[src/rtl/fifo_arb_pkg.sv]
// Shared types and width helpers for the FIFO write-side arbiter and its schedulers.
package fifo_arb_pkg;

   typedef enum logic [0:0] {
      IDLE  = 1'b0,
      BURST = 1'b1
   } arb_state_e;

   function automatic int unsigned credit_w(input int unsigned depth);
      return $clog2(depth + 1);
   endfunction

   function automatic int unsigned id_w(input int unsigned nreq);
      return (nreq > 1) ? $clog2(nreq) : 1;
   endfunction

endpackage

[src/rtl/fifo_wr_arbiter_if.sv]
// Requester-side valid/ready bundle; slice i of req_data belongs to requester i.
interface fifo_wr_arbiter_if #(
   parameter int unsigned NREQ       = 4,
   parameter int unsigned fifo_width = 8
);
   logic [NREQ-1:0]            req_valid;
   logic [NREQ*fifo_width-1:0] req_data;
   logic [NREQ-1:0]            req_ready;

   modport master (output req_valid, output req_data, input  req_ready);
   modport slave  (input  req_valid, input  req_data, output req_ready);
endinterface

[src/rtl/fifo_wr_arbiter_rr_pick.sv]
// Combinational round-robin selector: first set bit of req at or above ptr, wrapping at N-1.
module rr_pick #(
   parameter int unsigned N  = 4,
   parameter int unsigned IW = 2
) (
   input  logic [N-1:0]  req,
   input  logic [IW-1:0] ptr,
   output logic          vld,
   output logic [IW-1:0] idx
);

   int unsigned cand;

   always_comb begin
      vld  = 1'b0;
      idx  = '0;
      cand = 0;
      for (int unsigned k = 0; k < N; k++) begin
         cand = (32'(ptr) + k) % N;
         if (!vld && (|(req & (N'(1) << cand)))) begin
            vld = 1'b1;
            idx = IW'(cand);
         end
      end
   end

endmodule

[src/rtl/fifo_wr_arbiter.sv]
// Round-robin, burst-bounded write-port arbiter in front of a synchronous FIFO,
// with a local credit counter so no write is ever issued to a full FIFO.
module fifo_wr_arbiter
   import fifo_arb_pkg::*;
#(
   parameter int unsigned NREQ       = 4,
   parameter int unsigned fifo_depth = 8,
   parameter int unsigned fifo_width = 8,
   parameter int unsigned BURST_LEN  = 2
) (
   input  logic                              clk,
   input  logic                              rst,
   fifo_wr_arbiter_if.slave                  req_if,
   output logic                              fifo_write,
   output logic [fifo_width-1:0]             fifo_data_in,
   input  logic                              fifo_read,
   input  logic                              fifo_empty,
   input  logic                              fifo_full,
   output logic [credit_w(fifo_depth)-1:0]   credit,
   output logic [id_w(NREQ)-1:0]             grant_id,
   output logic                              cnt_err
);

   localparam int unsigned CREDIT_W = credit_w(fifo_depth);
   localparam int unsigned ID_W     = id_w(NREQ);
   localparam int unsigned BEAT_W   = $clog2(BURST_LEN + 1);
   localparam logic [CREDIT_W-1:0] CREDIT_MAX = CREDIT_W'(fifo_depth);
   localparam logic [BEAT_W-1:0]   BEAT_LAST  = BEAT_W'(BURST_LEN);

   arb_state_e            state_q, state_d;
   logic [ID_W-1:0]       rr_ptr_q, rr_ptr_d;
   logic [ID_W-1:0]       owner_q, owner_d;
   logic [BEAT_W-1:0]     beats_q, beats_d;
   logic [CREDIT_W-1:0]   credit_q, credit_d;
   logic                  fifo_write_q, fifo_write_d;
   logic [fifo_width-1:0] fifo_data_q, fifo_data_d;
   logic [ID_W-1:0]       grant_id_q, grant_id_d;
   logic                  cnt_err_q, cnt_err_d;

   logic                  pick_vld;
   logic [ID_W-1:0]       pick_idx;
   logic [NREQ-1:0]       grant_c;
   logic                  xfer_c;
   logic [ID_W-1:0]       xfer_idx_c;
   logic                  pop_c;
   logic [fifo_width-1:0] lane_data [NREQ];

   for (genvar g = 0; g < NREQ; g++) begin : g_lane
      assign lane_data[g] = req_if.req_data[g*fifo_width +: fifo_width];
   end

   rr_pick #(
      .N  (NREQ),
      .IW (ID_W)
   ) u_rr_pick (
      .req (req_if.req_valid),
      .ptr (rr_ptr_q),
      .vld (pick_vld),
      .idx (pick_idx)
   );

   function automatic logic [ID_W-1:0] ptr_inc(input logic [ID_W-1:0] p);
      return (p == ID_W'(NREQ - 1)) ? '0 : p + ID_W'(1);
   endfunction

   assign pop_c = fifo_read && !fifo_empty;

   always_ff @(posedge clk or posedge rst) begin
      if (rst) begin
         state_q      <= IDLE;
         rr_ptr_q     <= '0;
         owner_q      <= '0;
         beats_q      <= '0;
         credit_q     <= CREDIT_MAX;
         fifo_write_q <= 1'b0;
         fifo_data_q  <= '0;
         grant_id_q   <= '0;
         cnt_err_q    <= 1'b0;
      end else begin
         state_q      <= state_d;
         rr_ptr_q     <= rr_ptr_d;
         owner_q      <= owner_d;
         beats_q      <= beats_d;
         credit_q     <= credit_d;
         fifo_write_q <= fifo_write_d;
         fifo_data_q  <= fifo_data_d;
         grant_id_q   <= grant_id_d;
         cnt_err_q    <= cnt_err_d;
      end
   end

   // Grant depends only on state, registered credit and req_valid; fifo_read never reaches it.
   always_comb begin
      grant_c    = '0;
      xfer_idx_c = owner_q;
      if (!rst && credit_q != '0) begin
         unique case (state_q)
            IDLE: begin
               if (pick_vld) begin
                  grant_c    = NREQ'(1) << pick_idx;
                  xfer_idx_c = pick_idx;
               end
            end
            BURST: begin
               if (req_if.req_valid[owner_q] && beats_q < BEAT_LAST) begin
                  grant_c = NREQ'(1) << owner_q;
               end
            end
         endcase
      end
      xfer_c = |(grant_c & req_if.req_valid);
   end

   always_comb begin
      state_d      = state_q;
      rr_ptr_d     = rr_ptr_q;
      owner_d      = owner_q;
      beats_d      = beats_q;
      credit_d     = credit_q;
      fifo_write_d = xfer_c;
      fifo_data_d  = fifo_data_q;
      grant_id_d   = grant_id_q;
      cnt_err_d    = cnt_err_q;

      if (xfer_c) begin
         fifo_data_d = lane_data[xfer_idx_c];
         grant_id_d  = xfer_idx_c;
      end

      // Burst ends on its last beat or on the first cycle the owner cannot transfer.
      unique case (state_q)
         IDLE: begin
            if (xfer_c) begin
               owner_d = xfer_idx_c;
               beats_d = BEAT_W'(1);
               if (BURST_LEN > 1) state_d  = BURST;
               else               rr_ptr_d = ptr_inc(xfer_idx_c);
            end
         end
         BURST: begin
            if (xfer_c) beats_d = beats_q + BEAT_W'(1);
            if (!xfer_c || (beats_q + BEAT_W'(1)) >= BEAT_LAST) begin
               state_d  = IDLE;
               rr_ptr_d = ptr_inc(owner_q);
            end
         end
      endcase

      unique case ({xfer_c, pop_c})
         2'b10: begin
            if (credit_q == '0) cnt_err_d = 1'b1;
            else                credit_d  = credit_q - CREDIT_W'(1);
         end
         2'b01: begin
            if (credit_q == CREDIT_MAX) cnt_err_d = 1'b1;
            else                        credit_d  = credit_q + CREDIT_W'(1);
         end
         default: ;
      endcase

      // A full FIFO with free credit and nothing in flight means the two views diverged.
      if (fifo_full && credit_q != '0 && !fifo_write_q) cnt_err_d = 1'b1;
   end

   assign req_if.req_ready = grant_c;
   assign fifo_write       = fifo_write_q;
   assign fifo_data_in     = fifo_data_q;
   assign credit           = credit_q;
   assign grant_id         = grant_id_q;
   assign cnt_err          = cnt_err_q;

endmodule
[src/flat_wrapper.sv]
// flat-port wrapper written by rule: the top's interface ports become plain ports
module fifo_wr_arbiter_flat import fifo_arb_pkg::*;
#(
   parameter int unsigned NREQ       = 4,
   parameter int unsigned fifo_depth = 8,
   parameter int unsigned fifo_width = 8,
   parameter int unsigned BURST_LEN  = 2
)
  (clk, rst, fifo_write, fifo_data_in, fifo_read, fifo_empty, fifo_full, credit, grant_id, cnt_err, req_if_req_valid, req_if_req_data, req_if_req_ready);
  fifo_wr_arbiter_if #(.NREQ(NREQ), .fifo_width(fifo_width)) req_if_i ();
  input  logic clk;
  input  logic rst;
  output logic fifo_write;
  output logic [fifo_width-1:0] fifo_data_in;
  input  logic fifo_read;
  input  logic fifo_empty;
  input  logic fifo_full;
  output logic [credit_w(fifo_depth)-1:0] credit;
  output logic [id_w(NREQ)-1:0] grant_id;
  output logic cnt_err;
  input wire logic [$bits(req_if_i.req_valid)-1:0] req_if_req_valid;
  input wire logic [$bits(req_if_i.req_data)-1:0] req_if_req_data;
  output wire logic [$bits(req_if_i.req_ready)-1:0] req_if_req_ready;
  assign req_if_i.req_valid = req_if_req_valid;
  assign req_if_i.req_data = req_if_req_data;
  assign req_if_req_ready = req_if_i.req_ready;
  fifo_wr_arbiter #(.NREQ(NREQ), .fifo_depth(fifo_depth), .fifo_width(fifo_width), .BURST_LEN(BURST_LEN)) u_core (.clk(clk), .rst(rst), .req_if(req_if_i), .fifo_write(fifo_write), .fifo_data_in(fifo_data_in), .fifo_read(fifo_read), .fifo_empty(fifo_empty), .fifo_full(fifo_full), .credit(credit), .grant_id(grant_id), .cnt_err(cnt_err));
endmodule
[config.mk]
export PLATFORM = sky130hd
export DESIGN_NAME = fifo_wr_arbiter_flat
export DESIGN_NICKNAME = d
export VERILOG_FILES = /design/src/rtl/fifo_arb_pkg.sv /design/src/rtl/fifo_wr_arbiter_if.sv /design/src/rtl/fifo_wr_arbiter_rr_pick.sv /design/src/rtl/fifo_wr_arbiter.sv /design/src/flat_wrapper.sv
export SDC_FILE = /design/constraint.sdc
export NUM_CORES = 1
export LEC_CHECK = 0
export CORE_ASPECT_RATIO = 1.2
export CORE_MARGIN = 5
export CORE_UTILIZATION = 25
export DETAILED_ROUTE_END_ITERATION = 8
export GPL_TIMING_DRIVEN = 0
export PLACE_DENSITY = 0.59
export SYNTH_ARGS = -nofsm -noshare
export SYNTH_HDL_FRONTEND = slang
export SYNTH_SLANG_ARGS = --single-unit
[constraint.sdc]
create_clock -name clk -period 3.8 [get_ports clk]
set_clock_uncertainty 0.1 [all_clocks]
set_input_delay 0.76 -clock clk [delete_from_list [all_inputs] [get_ports clk]]
set_output_delay 0.76 -clock clk [all_outputs]
set_load 0.01 [all_outputs]
==> results_dict.tcl, run 1 <==
set metrics [dict create \
    status "finished clean" \
    synth_cell_types 48 \
    drt_drc_violations_left 0 \
    clk_pin_slew_worst_paths_ns 0.08 \
    cp_data_arrival_time_ns 2.83 \
    synth_nets 244 \
    powerDensity_nw_per_um2 915.9 \
    max_cap_violations 0 \
    die_w_um 88.36 \
    peakVddDrop_mv 0.3912 \
    cts_hold_buf 0 \
    synth_cells 192 \
    grt_max_degree 24 \
    h-tree-depth 1 \
    final_common_cell "clkdlybuf4s50_1" \
    synth.top_cell.area_share_pct 29.89 \
    synthFlopType "dfrtp_1" \
    grt_pass1_wl_um 8680 \
    finalPower_mw 2.606 \
    netlist_area_um2 1842 \
    hold_path_class "flop to flop" \
    clk_latency_ns 0.26 \
    routed-via-count 1754 \
    portBuffers 60 \
    cts.sinks 23 \
    synth_warnings 0 \
    worstSetupEndpointType "output pin" \
    start_util_pct 25.47 \
    clock_path_buffers 2 \
    grt_pass1_vias 1836 \
    maxSlewHeadroom_pct 37.11 \
    ioPinCount 61 \
    worst_slack_ns 0.1091 \
    cts_tree "yes" \
    antenna_found_initial 0 \
    finalSetupTns_ns 0 \
    area_growth_pct 54.48 \
    fmax_mhz 270.9 \
    drive_above_1_share_pct 28.03 \
    finalCritPeriodShare_pct 97.13 \
    worst_pin_slew_ns 0.9434 \
    finalHoldViolations 0 \
    viasPerCell 4.955 \
    grt-ovfl-total 0 \
    critPathKind "flop to output pin" \
    slew_violations 0 \
    yosysTopAreaCell "dfrtp_1" \
    async_flop_share_pct 100.0 \
    synth-seq-cells 23 \
    power.leakage_nw 1.201 \
    worst-path-max-fanout 6 \
    cts_buffers 3 \
    drt_iter0_drc 70 \
    cts_root_buffer "clkbuf_8" \
    period_needed_ns 3.691 \
    nets 317 \
    hold_slack_ns 0.3794 \
    stdcell_count 354 \
    nFillCells 749 \
    place_ws_ns -1.102 \
    ant_nets 0 \
    dp_hpwl_um 3985 \
    yosys-top-cells-area "dfrtp_1 (30%), mux2i_1 (11%), ha_1 (6.8%)" \
    die_h_um 104.0 \
    track_usage_pct 11.73 \
    n_antenna_cell 0 \
    coreArea_um2 7232 \
    wl_um 5421 \
    wire_per_inst_um 15.31 \
    worst_setup_path_start_kind "flop" \
    rows 34 \
    die_area_um2 9191 \
    final_cell_mix "clkdlybuf4s50_1 (56), dfrtp_1 (20), nand2_1 (19), mux2i_1 (19), o21ai_0 (14)" \
    ys_seq_area_share_pct 31.32 \
    dp.cells 342 \
    critical_path_required_ns 2.94 \
    finalSetupViolCount 0 \
    syn_avg_cell_area_um2 9.593 \
    synth_edf_count 0 \
    gp_congestion 0.8041 \
    dr.pass1.iters 4 \
]
[sequential cells by signal (all words and copies together) (netlist names)]
name / count
u_core.state_q: 1
u_core.credit: 4
u_core.fifo_data_in: 8
u_core.cnt_err: 1
u_core.beats_q: 2
u_core.fifo_write: 1
u_core.grant_id: 2
u_core.owner_q: 2
u_core.rr_ptr_q: 2
[routing by layer]
metal  track usage [%]  wire [µm]  vias up
li1                  -          -      852
met1             14.67       2153      845
met2             19.95       2858       51
met3             2.377        348        6
met4             3.456         61        0
met5                 0          0        -
[worst paths after layout]
check,startpoint,endpoint,slack (ns),cells after the start
hold reg to reg,u_core.fifo_data_in[4]$_DFFE_PP0P_,u_core.fifo_data_in[4]$_DFFE_PP0P_,0.38,2
setup / recovery,u_core.rr_ptr_q[1]$_DFFE_PP0P_,req_if_req_ready[0],0.11,9
max in group asynchronous,rst,u_core.rr_ptr_q[0]$_DFFE_PP0P_,2.08,2
min in group asynchronous,rst,u_core.cnt_err$_DFFE_PP0P_,0.93,2
hold / removal,u_core.fifo_data_in[4]$_DFFE_PP0P_,u_core.fifo_data_in[4]$_DFFE_PP0P_,0.38,2
setup reg to reg,u_core.rr_ptr_q[1]$_DFFE_PP0P_,u_core.credit[3]$_DFFE_PP1P_,0.16,16
[Yosys cell counts (3+ instances only)]
library cell,number
dfrtp_1,22
o21ai_0,16
nor2b_1,4
clkbuf_1,3
mux2i_1,20
nor2_1,13
ha_1,10
a22oi_1,11
and2_1,4
nand2_1,21
inv_1,7
a21oi_1,8
mux2_2,11
[stage by stage]
stage          utilization (%)  area, µm²
2_1_floorplan                -       1856
3_3_place_gp             35.52       2569
3_5_place_dp             35.52       2569
4_1_cts                  37.25       2694
5_1_grt                  39.34       2845
6_report                 39.34       2845
[what timing repair did]
action	4_1_cts	5_1_grt
resized for setup	35	29
pin swaps	7	12
setup endpoints to repair	7	4
buffers inserted	7	2
hold endpoints to repair	0	0
gates cloned	0	0
[power by group]
group	switching, mW	internal, mW
registers	0.130	0.365
clock network	0.0794	0.0732
logic	0.962	0.996
total	1.17	1.43
[cells by family (layout without fill, tap and decap cells)]
| group | count (synthesis) | count (layout) | synth area share [%] |
|---|---|---|---|
| flip-flops | 23 | 23 | 31.32 |
| XOR/XNOR | 3 | 3 | 1.427 |
| adder cells (fa/ha/maj) | 11 | 11 | 7.880 |
| AO/OA/AOI/OAI | 56 | 56 | 22.22 |
| buffers and inverters | 14 | 86 | 3.940 |
| AND/OR/NAND/NOR | 50 | 50 | 12.37 |
| multiplexers | 35 | 35 | 20.86 |
[worst max-delay path: stages, from the launching register on]
cell	delay, ns
dfrtp_2	0.48
inv_4	0.07
ha_4	0.18
a22oi_1	0.27
nand2_2	0.19
a31oi_4	0.26
o31a_1	0.30
nand2_1	0.09
a21oi_1	0.17
clkdlybuf4s50_1	0.56
[final cells by class]
class	count	area, µm²	area share (%)
Timing Repair Buffer	69	648.1	22.78
Clock inverter	1	5.005	0.1759
Inverter	7	31.28	1.099
Tap cell	90	112.6	3.958
Sequential cell	23	579.3	20.36
Clock buffer	3	41.29	1.451
Multi-Input combinational cell	155	1383	48.59
Buffer	6	45.04	1.583
Note: power is estimated with default switching activity, not from simulation.
==> run 2: changes to the inputs <==
--- a/config.mk
+++ b/config.mk
@@ -5,12 +5,13 @@
 export SDC_FILE = /design/constraint.sdc
 export NUM_CORES = 1
 export LEC_CHECK = 0
+export CAP_MARGIN = 20
 export CORE_ASPECT_RATIO = 1.2
 export CORE_MARGIN = 5
 export CORE_UTILIZATION = 25
 export DETAILED_ROUTE_END_ITERATION = 8
 export GPL_TIMING_DRIVEN = 0
-export PLACE_DENSITY = 0.59
+export PLACE_DENSITY = 0.57
 export SYNTH_ARGS = -nofsm -noshare
 export SYNTH_HDL_FRONTEND = slang
 export SYNTH_SLANG_ARGS = --single-unit
==> constraint.sdc (replaced) <==
create_clock -name clk -period 4 [get_ports clk]
set_clock_uncertainty 0.1 [all_clocks]
set_input_delay 0.8 -clock clk [delete_from_list [all_inputs] [get_ports clk]]
set_output_delay 0.8 -clock clk [all_outputs]
set_load 0.01 [all_outputs]
==> run 2 against run 1 <==
Compared with the run above:
- global-route usage shrank 0.41 points
- cell area is 6.1% lower
- die area unchanged
- sequential share of layout area increased by 1.3 points
- utilization shrank 2.4 points
- non-clock buffer count fell by 4
- first-iteration DRC count is 14% higher
- combinational power decreased by 15%
- critical path type is now flop to flop
- largest power group unchanged
==> results_dict.tcl, run 2 (same netlist as run 1, synthesis figures left out) <==
set metrics [dict create \
    status "finished clean" \
    min_from "u_core.fifo_data_in[2]$_DFFE_PP0P_" \
    hold_path_end "u_core.fifo_data_in[2]$_DFFE_PP0P_" \
    cts_tree "yes" \
    area_growth_pct 45.11 \
    worst_setup_path_start_kind "flop" \
    place_ws_ns -1.150 \
    min_path_cells 2 \
    r2r_cells 16 \
    highest_layer "met4" \
    routed-via-count 1736 \
    finalHoldViolations 0 \
    finalSetupViolCount 0 \
    hold_path_class "flop to flop" \
    clock_path_buffers 2 \
    power.leakage_nw 1.157 \
    max_cap_violations 0 \
    finalPower_mw 2.264 \
    fmax_mhz 264.4 \
    ant_nets 0 \
    critical_path_required_ns 4.08 \
    die_h_um 104.0 \
    critPathKind "flop to flop" \
    dr_wl_met3_um 323 \
    ioPinCount 61 \
    met1_length_um 2190 \
    cp_data_arrival_time_ns 3.87 \
    wire_per_inst_um 14.45 \
    cts_buffers 3 \
    period_needed_ns 3.782 \
    final_cell_mix "clkdlybuf4s50_1 (56), mux2i_1 (20), dfrtp_1 (20)" \
    r2r_end "u_core.credit[3]$_DFFE_PP1P_" \
    start_util_pct 25.47 \
    die_area_um2 9191 \
    grt_max_degree 24 \
    track_usage_pct 11.32 \
    clk_latency_ns 0.26 \
    final_common_cell "clkdlybuf4s50_1" \
    grt_pass1_wl_um 8466 \
    n_antenna_cell 0 \
    nFillCells 757 \
    dp_hpwl_um 3954 \
    worst_slack_ns 0.2180 \
    slew_violations 0 \
    powerDensity_nw_per_um2 847.3 \
    peakVddDrop_mv 0.4622 \
    wl_um 5056 \
    rows 34 \
    clk_pin_slew_worst_paths_ns 0.08 \
    drt_iter0_drc 80 \
    viasPerCell 4.960 \
    cts.sinks 23 \
    gp_congestion 0.8458 \
    rrSetupSlack_ns 0.22 \
    portBuffers 60 \
    drive_above_1_share_pct 20.00 \
    grt-ovfl-total 0 \
    cts_hold_buf 0 \
    h-tree-depth 1 \
    finalCritPeriodShare_pct 94.55 \
    antenna_found_initial 0 \
    drt_drc_violations_left 0 \
    largest_reg_flops 8 \
    worst-path-max-fanout 5 \
    worst_pin_slew_ns 0.9176 \
    coreArea_um2 7232 \
    cts_root_buffer "clkbuf_8" \
    grt_pass1_vias 1713 \
    nets 313 \
    die_w_um 88.36 \
    met2_length_um 2492 \
    post-route-util_pct 36.96 \
    maxSlewHeadroom_pct 38.83 \
    worstSetupEndpointType "flop" \
    r2r-start "u_core.rr_ptr_q[1]$_DFFE_PP0P_" \
    dr.pass1.iters 4 \
]
run 2: timing repair:
action | CTS | global route
gates resized for setup | 9 | 23
buffers inserted | 3 | 1
endpoints found under the hold margin | 0 | 0
setup endpoints to repair | 7 | 5
cloned | 0 | 0
pin swaps | 2 | 4
run 2: routing by layer:
layer,GRT usage (%),up-vias
met1,14.82,842
li1,-,841
met4,2.592,0
met3,2.377,5
met2,18.82,48
met5,0,-
run 2: metrics by stage:
stage	cells	setup TNS (ns)	area, µm²	hold WS (ns)
floorplan	192	0	1843	0.3913
global placement	342	-3.335	2556	0.3613
detailed placement	342	-3.533	2556	0.3640
CTS	349	0	2645	0.3872
global route	350	-0.001767	2673	0.4122
finish	350	0	2673	0.3804
run 2: worst max-delay path by stage:
stage	startpoint	endpoint	slack, ns	depth (start not counted)
final	u_core.rr_ptr_q[1]$_DFFE_PP0P_	u_core.credit[3]$_DFFE_PP1P_	0.22	16
after global routing	u_core.rr_ptr_q[1]$_DFFE_PP0P_	u_core.credit[3]$_DFFE_PP1P_	-0.002	17
after CTS	req_if_req_valid[1]	u_core.credit[3]$_DFFE_PP1P_	0.03	16
after detailed placement	req_if_req_valid[3]	u_core.credit[3]$_DFFE_PP1P_	-1.15	16
after global placement	req_if_req_valid[3]	u_core.credit[3]$_DFFE_PP1P_	-1.11	16
after floorplan	req_if_req_valid[1]	u_core.credit[3]$_DFFE_PP1P_	0.03	15
run 2: critical path: stages, from the launching register on:
cell	delay, ns
dfrtp_2	0.43
inv_1	0.10
ha_2	0.21
a22o_1	0.31
o21ai_1	0.17
o21ai_2	0.10
o31ai_4	0.29
mux2_4	0.35
a211oi_4	0.29
clkbuf_8	0.19
nand2_2	0.07
ha_1	0.28
a21o_1	0.18
a21oi_2	0.17
nand2_1	0.08
or3_1	0.31
o221ai_1	0.08
run 2: power breakdown:
group / switching, mW / internal [mW] / leakage [nW]
combinational: 0.825 / 0.841 / 0.861
clock: 0.0717 / 0.0711 / 0.0228
sequential: 0.109 / 0.347 / 0.274
run 2: layout make-up:
cell class                 count  area (µm²)  share of cell area [%]
multi-input combinational    155        1242                   46.49
clock buffer                   4       45.04                   1.685
inverter                       7       26.28                  0.9831
sequential                    23       579.3                   21.68
timing repair buffer          64       610.6                   22.85
buffer                         7       56.30                   2.107
tap                           90       112.6                   4.213
